`config.mk`:
```
export PLATFORM = sky130hd
export DESIGN_NAME = pulse_generator
export DESIGN_NICKNAME = d
export VERILOG_FILES = /design/src/rtl/pulse_generator_pkg.sv /design/src/rtl/pwm_period_counter.sv /design/src/rtl/pulse_generator.sv
export SDC_FILE = /design/constraint.sdc
export NUM_CORES = 1
export LEC_CHECK = 0
export CORE_MARGIN = 2
export CORE_UTILIZATION = 47
export CTS_CLUSTER_SIZE = 10
export DETAILED_ROUTE_END_ITERATION = 6
export PLACE_DENSITY_LB_ADDON = 0.3
export SYNTH_ARGS = -nofsm -noshare
export SYNTH_HDL_FRONTEND = slang
export SYNTH_SLANG_ARGS = --single-unit
export TNS_END_PERCENT = 1
```
`constraint.sdc`:
```
create_clock -name clk -period 8.2 [get_ports clk]
set_input_delay 1.64 -clock clk [delete_from_list [all_inputs] [get_ports clk]]
set_output_delay 1.64 -clock clk [all_outputs]
set_load 0.1 [all_outputs]
```
`src/rtl/pulse_generator_pkg.sv`:
```
// Shared constants and helpers for the mode-selectable PWM source.
// Counter width is fixed at 16 bits, so PERIOD can go up to 65536.
package pulse_generator_pkg;

  localparam int PWM_STEP   = 4;
  localparam int PWM_PERIOD = 64;
  localparam int CNT_W      = 16;

  typedef logic [CNT_W-1:0] cnt_t;

  // mode*step in counter width; the parameter check keeps the product below PERIOD
  function automatic cnt_t scale_duty(input logic [3:0] mode, input int step);
    return cnt_t'(mode) * cnt_t'(step);
  endfunction

endpackage

```
`src/rtl/pwm_period_counter.sv`:
```
// Free-running period counter with a wrap at PERIOD-1 and a terminal-count strobe.
// The next-count value (not including reset) is exported so the parent can register pwm from it.
module pwm_period_counter
  import pulse_generator_pkg::*;
#(
  parameter int PERIOD = PWM_PERIOD
) (
  input  logic clk,
  input  logic rst,
  output cnt_t o_count,
  output cnt_t o_count_next,
  output logic o_wrap
);

  localparam cnt_t LAST = cnt_t'(PERIOD - 1);

  cnt_t r_count;
  cnt_t w_count_next;
  logic w_wrap;

  assign w_wrap       = (r_count == LAST);
  assign w_count_next = w_wrap ? '0 : r_count + cnt_t'(1);

  always_ff @(posedge clk) begin
    if (rst) r_count <= '0;
    else     r_count <= w_count_next;
  end

  assign o_count      = r_count;
  assign o_count_next = w_count_next;
  assign o_wrap       = w_wrap;

endmodule

```
`src/rtl/pulse_generator.sv`:
```
// Mode-selectable PWM: duty reloads from mode only at the period wrap, so pulses are never runt or stretched.
// pwm is registered from next-state count/duty, keeping it cycle-aligned with count and glitch-free.
module pulse_generator
  import pulse_generator_pkg::*;
#(
  parameter int STEP   = PWM_STEP,
  parameter int PERIOD = PWM_PERIOD
) (
  input  logic        clk,
  input  logic        rst,
  input  logic [3:0]  mode,
  output logic        pwm,
  output logic [15:0] count,
  output logic        maxbitwidth
);

  generate
    if (STEP < 1 || PERIOD < 16 * STEP || PERIOD > 65536) begin : g_param_check
      $error("pulse_generator: need STEP>=1 and 16*STEP <= PERIOD <= 65536");
    end
  endgenerate

  cnt_t w_count;
  cnt_t w_count_next;
  cnt_t w_duty_next;
  logic w_wrap;
  cnt_t r_duty;
  logic r_pwm;

  pwm_period_counter #(
    .PERIOD(PERIOD)
  ) u_counter (
    .clk         (clk),
    .rst         (rst),
    .o_count     (w_count),
    .o_count_next(w_count_next),
    .o_wrap      (w_wrap)
  );

  assign w_duty_next = w_wrap ? scale_duty(mode, STEP) : r_duty;

  always_ff @(posedge clk) begin
    if (rst) begin
      r_duty <= '0;
      r_pwm  <= 1'b0;
    end else begin
      r_duty <= w_duty_next;
      r_pwm  <= (w_count_next < w_duty_next);
    end
  end

  assign pwm         = r_pwm;
  assign count       = w_count;
  assign maxbitwidth = w_wrap;

endmodule

```
# Word level (Yosys, flattened, before mapping)

Cells that the tools add are included.

Register bits after elaboration: 33
Bits of input ports: 6
Output and inout bits: 18

Add/sub/neg operators: 1
Magnitude comparators: 1
Eq/ne operators: 1
Multiplexer cells: 2

Operator list:

| kind                  | count |
|---|---|
| $mux 16               | 2 |
| $add 16x1->16 const B | 1 |
| $eq 16x6->1 const B   | 1 |
| $lt 16x16->1          | 1 |

# Depth between registers and ports, before layout

Gate-level depths: netlist of the first run.

Depth in word-level cells: 3
Depth in mapped cells: 12
Mapped depth without buffers: 11

# By module

A second synthesis of the first run with hierarchy kept.

Cells, all modules: 181
Area, all modules: 1727.9 um^2

By module, submodules not included:

| module             | times used | cells each | area an instance (um^2) | sequential area each (um^2) |
|---|---|---|---|---|
| pwm_period_counter | 1          | 92         | 867.1                   | 320.3 |
| pulse_generator    | 1          | 89         | 860.8                   | 340.3 |

# Worst setup path after synthesis of the first run

OpenSTA, ideal clock, no wires.

Kind: register to output
From: register u_counter.r_count[0], in the netlist u_counter.o_count[0]
To: output port maxbitwidth
Arrival: 2.572 ns
Slack: 3.988 ns
Cell stages (with the launch flop): 7
Path buffers: 1
Cells stage by stage: dfxtp_1 -> ha_1 -> and3_4 -> and3_1 -> buf_2 -> nand2_2 -> inv_1

Word-level cells in the longest chain between the ends: 1

RTL lines:

| what                   | line                     | RTL |
|---|---|---|
| from (decl)            | pwm_period_counter.sv:17 | `cnt_t r_count;` |
| from (signal assigned) | pwm_period_counter.sv:26 | `else r_count <= w_count_next;` |
| $eq 16x6->1            | pwm_period_counter.sv:21 | `assign w_wrap = (r_count == LAST);` |
| to (decl)              | pulse_generator.sv:14    | `output logic maxbitwidth` |

Every way passes these cells.

# Final worst setup path of the first run

Ends and elaborated chain as after synthesis.

==> results.txt, run 1 <==
The transition time at the pin with the least slew margin came out at 0.9813 ns. The post-synthesis average cell area is 9.312 µm². The worst path uses 58.30% of the clock period. Setup repair after global routing left no endpoint under its margin. The pre-antenna-repair detailed-routing pass consisted of 4 iterations.

Walking the worst path, the cells encountered are ha_1 > and3_4 > and3_1 > nand2_2 > inv_1 > clkdlybuf4s50_1. The global-route wire length before repair is 6472 µm. The initial antenna violation count came out at 0. The share of synthesized area spent on multiplexers came out at 0.6608%. The post-synthesis share of cell area spent on xor and xnor gates is 7.195%. The number of buffers between clock root and the deepest sink is 2. Measured against its own limit, the worst slew margin works out to approximately a third. The buffers inserted during post-CTS setup optimization is 0. The area fraction in compound gates after synthesis is 9.618%. The routed wire length per instance is between 10 and 15 µm. The minimum clock period after layout came out at 4.781 ns. The net switching power is 73.38 µW. The register bit count reported by yosys came out at 33. Across every metal layer, demand over resource in global routing totals 20.61%.

The minimum hold slack came out at 0.4672 ns. The warning count from the yosys run is 0. The routed design has 3678 µm of wire. The number of failing hold endpoints at the final stage came out at 0. Setup violations remaining at the end of the flow were counted as 0.

The arrival time of data at the critical path endpoint came out at between 3 and 4 ns. The post-synthesis cell area is 1704 µm². The gate count after technology mapping is between 150 and 200. Counting both buffers and inverters, the worst setup path holds a total of 2. After floorplanning, the core was divided into 21 placement rows. The overall power consumption came out at 279.7 µW. The area growth from synthesis to final layout is 16.67%. The power share of the clock group is 29.7%. The portion of total power attributed to sequential cells came out at 58.6%. CTS saw 33 sinks. The via count of the routed design is 1365. The total of hold buffers inserted after clock tree synthesis came out at 0. Entering global routing, the biggest net connects 21 pins. Once layout is complete, the utilization of the core stands at around three fifths. The root buffer cell is sky130_fd_sc_hd__clkbuf_4.

The internal power of the cells totals just over 200 µW. The critical path start-end classification is reg -> out. The number of different library cells used by synthesis comes to 33.

The H-tree was split into 2 levels. The residual overflow from global routing came out at 0. The region available for standard cell placement spans 3416 µm². The worst-case vdd ir drop is 105.3 µV. The proportion of total power due to net switching is 26.23%. The area share of the leading cell type in the synthesized netlist came out at between 30% and 40%. The cell taking the most area after synthesis is sky130_fd_sc_hd__dfxtp_1.

The total number of nets in the final design came out at 228. The die outline area is 4124 µm². The boundary pin count is 24.

The congestion estimate from routability-driven global placement came to 0.9880. The clock buffer count from CTS is 5. The via count of the first global-routing pass came out at 1358. Of all nets on the critical path, the largest fanout is 13. The kind of start point of the critical path is a flip-flop.

Yosys attributes the largest share of cell area to sky130_fd_sc_hd__dfxtp_1 (39%), sky130_fd_sc_hd__ha_1 (12%), sky130_fd_sc_hd__and2_1 (11%). The residual antenna-violating net count after detailed routing came out at 0. The final HPWL from detailed placement is roughly 2800 µm. The fraction of the mapped netlist area in simple logic gates came out at ~28%. The remaining routing DRC violations came out at 0. On the final layout, the worst clock skew is 0.01056 ns.

Among cell families on the critical path, the largest total delay comes from buffers and inverters. STA classifies the critical path endpoint as an output pin. The post-route netlist has 5.314% of its cells at a drive strength greater than 1.

The net count of the mapped netlist is 205. The number of DRC markers after the initial detailed-route iteration came out at 57. The min-delay analysis places its worst path in the category reg -> reg. The number of I/O port buffers came out at 23. Clock latency on the worst-skew pair, taken at its later pin, is 0.34 ns. The die span in x came out at 64.22 µm. For this design the static power due to leakage is 0.8223 nW. The number of pins with negative max-slew slack in the final report is 0. Once the floorplan was initialized, standard cells occupied between 40% and 50% of the core. The sequential element share of the synthesized area came out at just under 40%. After clock tree synthesis, the clock-pin slew on the worst setup and hold paths is 0.10 ns. The required time reported for the critical path endpoint came out at 6.56 ns. The number of cells upsized or downsized after cts came out at 0.

The highest achievable clock rate is 209.2 MHz. The sum of negative setup slack came out at 0 ns. The number of max-cap violations came out at 0.

In this design, the stage delay of the slowest critical-path cell is 1.15 ns. Dividing the detail-routed via count by the number of cells gives around 5.4. TritonCTS built the clock tree. For this design, the slowest cell found on the critical path is sky130_fd_sc_hd__clkdlybuf4s50_1. The number of antenna diodes in the final layout is 0.

Dividing total power by cell area gives a power density of 140.7 nW/µm². The combinational family with the most area after synthesis is simple AND/OR/NAND/NOR gates. The die outline height is between 60 and 70 µm. The adder and majority cell fraction of the synthesized area came out at a little under an eighth. The logic gate share of total power is 11.7%. The flow ran to the end, and the final reports show no timing, DRC or antenna violations.
worst reg2reg max path, cell delays in order (launching register included):
cell	delay [ns]
sky130_fd_sc_hd__dfxtp_1	0.43
sky130_fd_sc_hd__ha_1	0.24
sky130_fd_sc_hd__and3_4	0.23
sky130_fd_sc_hd__and3_1	0.36
sky130_fd_sc_hd__nand2_2	0.23
sky130_fd_sc_hd__nand2_1	0.13
sky130_fd_sc_hd__ha_1	0.18
sky130_fd_sc_hd__nand4_1	0.13
sky130_fd_sc_hd__or3_1	0.40
sky130_fd_sc_hd__a2111oi_0	0.32
sky130_fd_sc_hd__a21oi_1	0.14
through the flow:
stage,setup WS (ns),std cells,area [µm²]
finish,3.419,253,1988
global route,3.237,253,1988
CTS,3.416,253,1988
detailed placement,3.795,245,1939
global placement,3.889,245,1939
floorplan,3.988,183,1704
area by class of cell:
type / count / area, µm²
Multi-Input combinational cell: 140 / 979.7
Sequential cell: 33 / 660.6
Tap cell: 46 / 57.56
Timing Repair Buffer: 23 / 230.2
Fill cell: 315 / 1428
Clock buffer: 8 / 48.80
Inverter: 3 / 11.26
cells in the mapped netlist (all sizes together):
| library cell | n |
|---|---|
| dfxtp | 33 |
| and2 | 29 |
| nand2 | 17 |
| ha | 16 |
| nor2 | 11 |
| nand3 | 10 |
| a21oi | 8 |
| xnor2 | 8 |
| buf | 7 |
| xor2 | 6 |
| and4 | 5 |
| nand4 | 5 |
| o21ai | 5 |
| and3 | 4 |
| inv | 3 |
| a21o | 2 |
| nor4 | 2 |
| o21a | 2 |
| a2111oi | 1 |
| a211o | 1 |
| a211oi | 1 |
| a221oi | 1 |
| a31oi | 1 |
| mux2 | 1 |
| nor2b | 1 |
| o2111ai | 1 |
| o221ai | 1 |
| or3 | 1 |
layer usage:
metal	wire, µm	GRT usage (%)	vias to the layer above
met5	0	0	-
met4	77	7.979	0
met3	151	6.338	8
met2	1779	33.85	31
met1	1670	25.14	641
li1	-	-	685
final timing paths:
| check | depth (start not counted) | from | to | slack (ns) |
|---|---|---|---|---|
| max | 6 | u_counter.o_count[0] | maxbitwidth | 3.42 |
| min | 1 | r_duty[7] | r_duty[7] | 0.47 |
| max reg2reg | 10 | u_counter.o_count[0] | pwm | 5.28 |
| min reg2reg | 1 | r_duty[7] | r_duty[7] | 0.47 |
cells by family after synthesis:
| family | Yosys count |
|---|---|
| simple gates | 85 |
| flops | 33 |
| compound gates | 24 |
| fa+ha+maj | 16 |
| xor+xnor | 14 |
| buf+inv | 10 |
| mux | 1 |
registers in the layout, indices dropped and copies added (netlist names):
name / flops
r_duty: 16
u_counter.o_count: 16
pwm: 1
power groups by stage:
stage,logic [mW],clock network (mW),registers (mW)
3_3_place_gp,0.0326,0,0.167
2_1_floorplan,0.0103,0,0.182
4_1_cts,0.0328,0.0864,0.164
3_5_place_dp,0.0326,0,0.168
6_report,0.0328,0.0831,0.164
5_1_grt,0.0347,0.0961,0.164
placed cells by master (no fill, tap or decap), types with 5 or more instances in the layout:
cell,instances
sky130_fd_sc_hd__nand2_1,16
sky130_fd_sc_hd__xnor2_1,8
sky130_fd_sc_hd__clkbuf_4,5
sky130_fd_sc_hd__a21oi_1,7
sky130_fd_sc_hd__dfxtp_1,33
sky130_fd_sc_hd__and4_1,5
sky130_fd_sc_hd__o21ai_0,5
sky130_fd_sc_hd__clkdlybuf4s50_1,23
sky130_fd_sc_hd__nor2_1,11
sky130_fd_sc_hd__nand4_1,5
sky130_fd_sc_hd__nand3_1,10
sky130_fd_sc_hd__xor2_1,6
sky130_fd_sc_hd__ha_1,16
sky130_fd_sc_hd__and2_1,29
Power figures use the tool's default switching activity.
==> inputs of run 2 (changes only) <==
==> constraint.sdc (replaced) <==
create_clock -name clk -period 4.67 [get_ports clk]
set_input_delay 0.934 -clock clk [delete_from_list [all_inputs] [get_ports clk]]
set_output_delay 0.934 -clock clk [all_outputs]
set_load 0.1 [all_outputs]
==> run 2 against run 1 <==
Against the previous run: power is 81% higher; global-route usage is 0.55 points lower; final area is 0.19% higher; die area stayed put; via count is 0.81% higher; utilization is 0.11 points higher; sequential cell count stayed put; clock-buffer cell count is 1 lower; combinational power is 75% higher.
==> results.txt, run 2 (same netlist as run 1, synthesis figures left out) <==
The flow ran to the end, and the final reports show no timing, DRC or antenna violations. Timing would allow up to 303.4 MHz. The power share of the clock group came out at about a third. The setup-violating endpoint count in the final report is 0. The residual antenna-violating net count after detailed routing is 0. The count of non-filler cells in the finished layout is 252. In the routed design, unresolved DRC markers number 0. The residual overflow from global routing is 0. The wire length on met3 is 198 µm. For this block, the via count after detailed routing is 1376. The portion of the clock cycle consumed by the worst path in the final layout is between 70 and 80%.

Routed signal wires occupy layers up through met4. The maximum cell stage delay along the critical path is 0.44 ns. The fraction of final layout cells sized beyond drive strength 1 is roughly 6.3%.

Counting tap cells, the placed design contains a total of 245 instances. The total length of routed met2 wires came out at 1738 µm. The total of hold buffers inserted after clock tree synthesis came out at 0.

The worst hold path depth is 1. The worst setup path is of the reg -> out kind. The total number of H-tree levels came out at 2. The number of antenna diodes in the final layout is 0.

The worst setup path is launched from a flip-flop. The worst-case vdd ir drop came out at 178.0 µV. The smallest setup slack after layout came out at between 1 and 1.5 ns. The number of sinks on the clock net came out at 33. CTS placed an instance of sky130_fd_sc_hd__clkbuf_4 at the clock tree root. The top cell types in the final layout, fill and taps aside, are sky130_fd_sc_hd__dfxtp_1 (33), sky130_fd_sc_hd__and2_1 (29), sky130_fd_sc_hd__clkdlybuf4s50_1 (22), sky130_fd_sc_hd__nand2_1 (16), sky130_fd_sc_hd__ha_1 (16).

The most common cell after layout, fill and taps aside is sky130_fd_sc_hd__dfxtp_1. The number of pins with negative max-slew slack in the final report was 0. In this run the cell area measured after placement is a little under 2000 µm². The first global-routing pass estimated 6320 µm of wire. Setup repair after global routing left no endpoint under its margin. STA classifies the critical path endpoint as an output pin. The clock buffer count from CTS came out at 5. The transition time at the pin with the least slew margin is between 0.9 and 1 ns.

The CTS tree is built. Traced cell by cell, the critical path runs through ha_1 > and3_4 > and3_1 > nand2_2 > inv_1 > buf_4. The die span in x is between 60 and 70 µm. The via count of the first global-routing pass is 1349. The final estimated routing congestion in global placement is 0.9150. The proportion of total power due to net switching is 26.28%. The final HPWL from detailed placement came out at roughly 2800 µm. Cells fill 58.32% of the core in the end.

The min-delay analysis places its worst path in the category reg -> reg. The sum of negative setup slack came out at 0 ns. The largest clock skew in the final design came out at 0.007922 ns. Data on the critical path arrives at its endpoint at 2.36 ns. After the first detailed-routing iteration, the DRC count stood at 77. The largest fanout of any net on the critical path is 13. The latest clock arrival within the worst-skew pair is 0.34 ns. Summing all non-filler instances in the final layout gives an area of 1992 µm². The design draws 506.4 µW. The pre-CTS setup slack came out at 1.765 ns. The wire length on met1 is ~1700 µm. For this design the total switching power over the nets is around 130 µW. The power per unit of standard cell area is ~250 nW/µm². The final layout contains 228 nets. The filler cells instantiated in the layout total between 300 and 400. The normalized max-slew margin came out at 34.61%. The routed wire length per instance came out at 14.99 µm.

The area growth from synthesis to layout is 16.89%. After detailed routing, the total wire length is approximately 3800 µm. The number of max-cap violations is 0.

The leakage dissipation came out at between 0.8 and 0.9 nW. The initial standard-cell utilization of the core came out at 49.89%. The iteration count of the initial detailed-routing pass is 5. The buffers inserted during post-CTS setup optimization is 0.

The cell depth of the worst flop-to-flop path is 11. In this run the vertical extent of the chip is 64.22 µm. The die outline area came out at 4124 µm².

The internal cell power came out at 373.4 µW. The maximum number of pins on one net before global-route repair is 21. The total number of placement rows is 21. For this design the top-level I/O count stands at 24. The number of cells upsized or downsized after cts came out at 0. The portion of total power attributed to sequential cells is a little under three fifths. The required time reported for the critical path endpoint is 3.74 ns.

In the routed layout, each cell is associated on average with a via count of around 5.5. Counting along the longest clock path gives a buffer depth of 2. The logic gate share of total power came out at 11.4%.

In this run the tool buffered the top-level ports with 23 buffer cells. The minimum clock period after layout came out at between 3 and 4 ns. After clock tree synthesis, the clock-pin slew on the worst setup and hold paths is 0.09 ns. The initial antenna violation count is 0. The placeable core region came out at approximately 3400 µm².

The minimum hold slack is between 0.4 and 0.5 ns. The number of failing hold endpoints at the final stage came out at 0. Global routing consumed, over all layers together, 20.05% of the routing resources. The cell type of the slowest stage on the worst timing path is sky130_fd_sc_hd__dfxtp_1.
run 2: worst max-delay path, delay by kind of cell (launching register included):
family / cells / cell delay (ns)
fa+ha+maj: 1 / 0.25
simple gates: 3 / 0.85
flops: 1 / 0.44
buf+inv: 2 / 0.48
run 2: routing by layer:
| metal | track usage (%) | vias up |
|---|---|---|
| met5 | 0 | - |
| li1 | - | 690 |
| met2 | 31.12 | 36 |
| met4 | 9.043 | 0 |
| met1 | 25.38 | 638 |
| met3 | 6.338 | 12 |
run 2: final timing paths:
| check | endpoint | from | slack, ns |
|---|---|---|---|
| max | maxbitwidth | u_counter.o_count[0] | 1.37 |
| min | r_duty[11] | r_duty[11] | 0.47 |
| max reg2reg | pwm | u_counter.o_count[0] | 1.72 |
| min reg2reg | r_duty[11] | r_duty[11] | 0.47 |
run 2: cell type report:
| cell class | instances | area, µm² | share of cell area, % |
|---|---|---|---|
| Timing Repair Buffer | 23 | 227.7 | 11.43 |
| Clock buffer | 7 | 55.05 | 2.764 |
| Tap cell | 46 | 57.56 | 2.889 |
| Inverter | 3 | 11.26 | 0.5653 |
| Sequential cell | 33 | 660.6 | 33.17 |
| Multi-Input combinational cell | 140 | 979.7 | 49.18 |
run 2: power by group through the flow:
stage | clock, mW | sequential [mW] | combinational, mW
2_1_floorplan | 0 | 0.319 | 0.0180
3_3_place_gp | 0 | 0.294 | 0.0568
3_5_place_dp | 0 | 0.295 | 0.0570
4_1_cts | 0.166 | 0.288 | 0.0573
5_1_grt | 0.179 | 0.289 | 0.0607
6_report | 0.160 | 0.289 | 0.0575
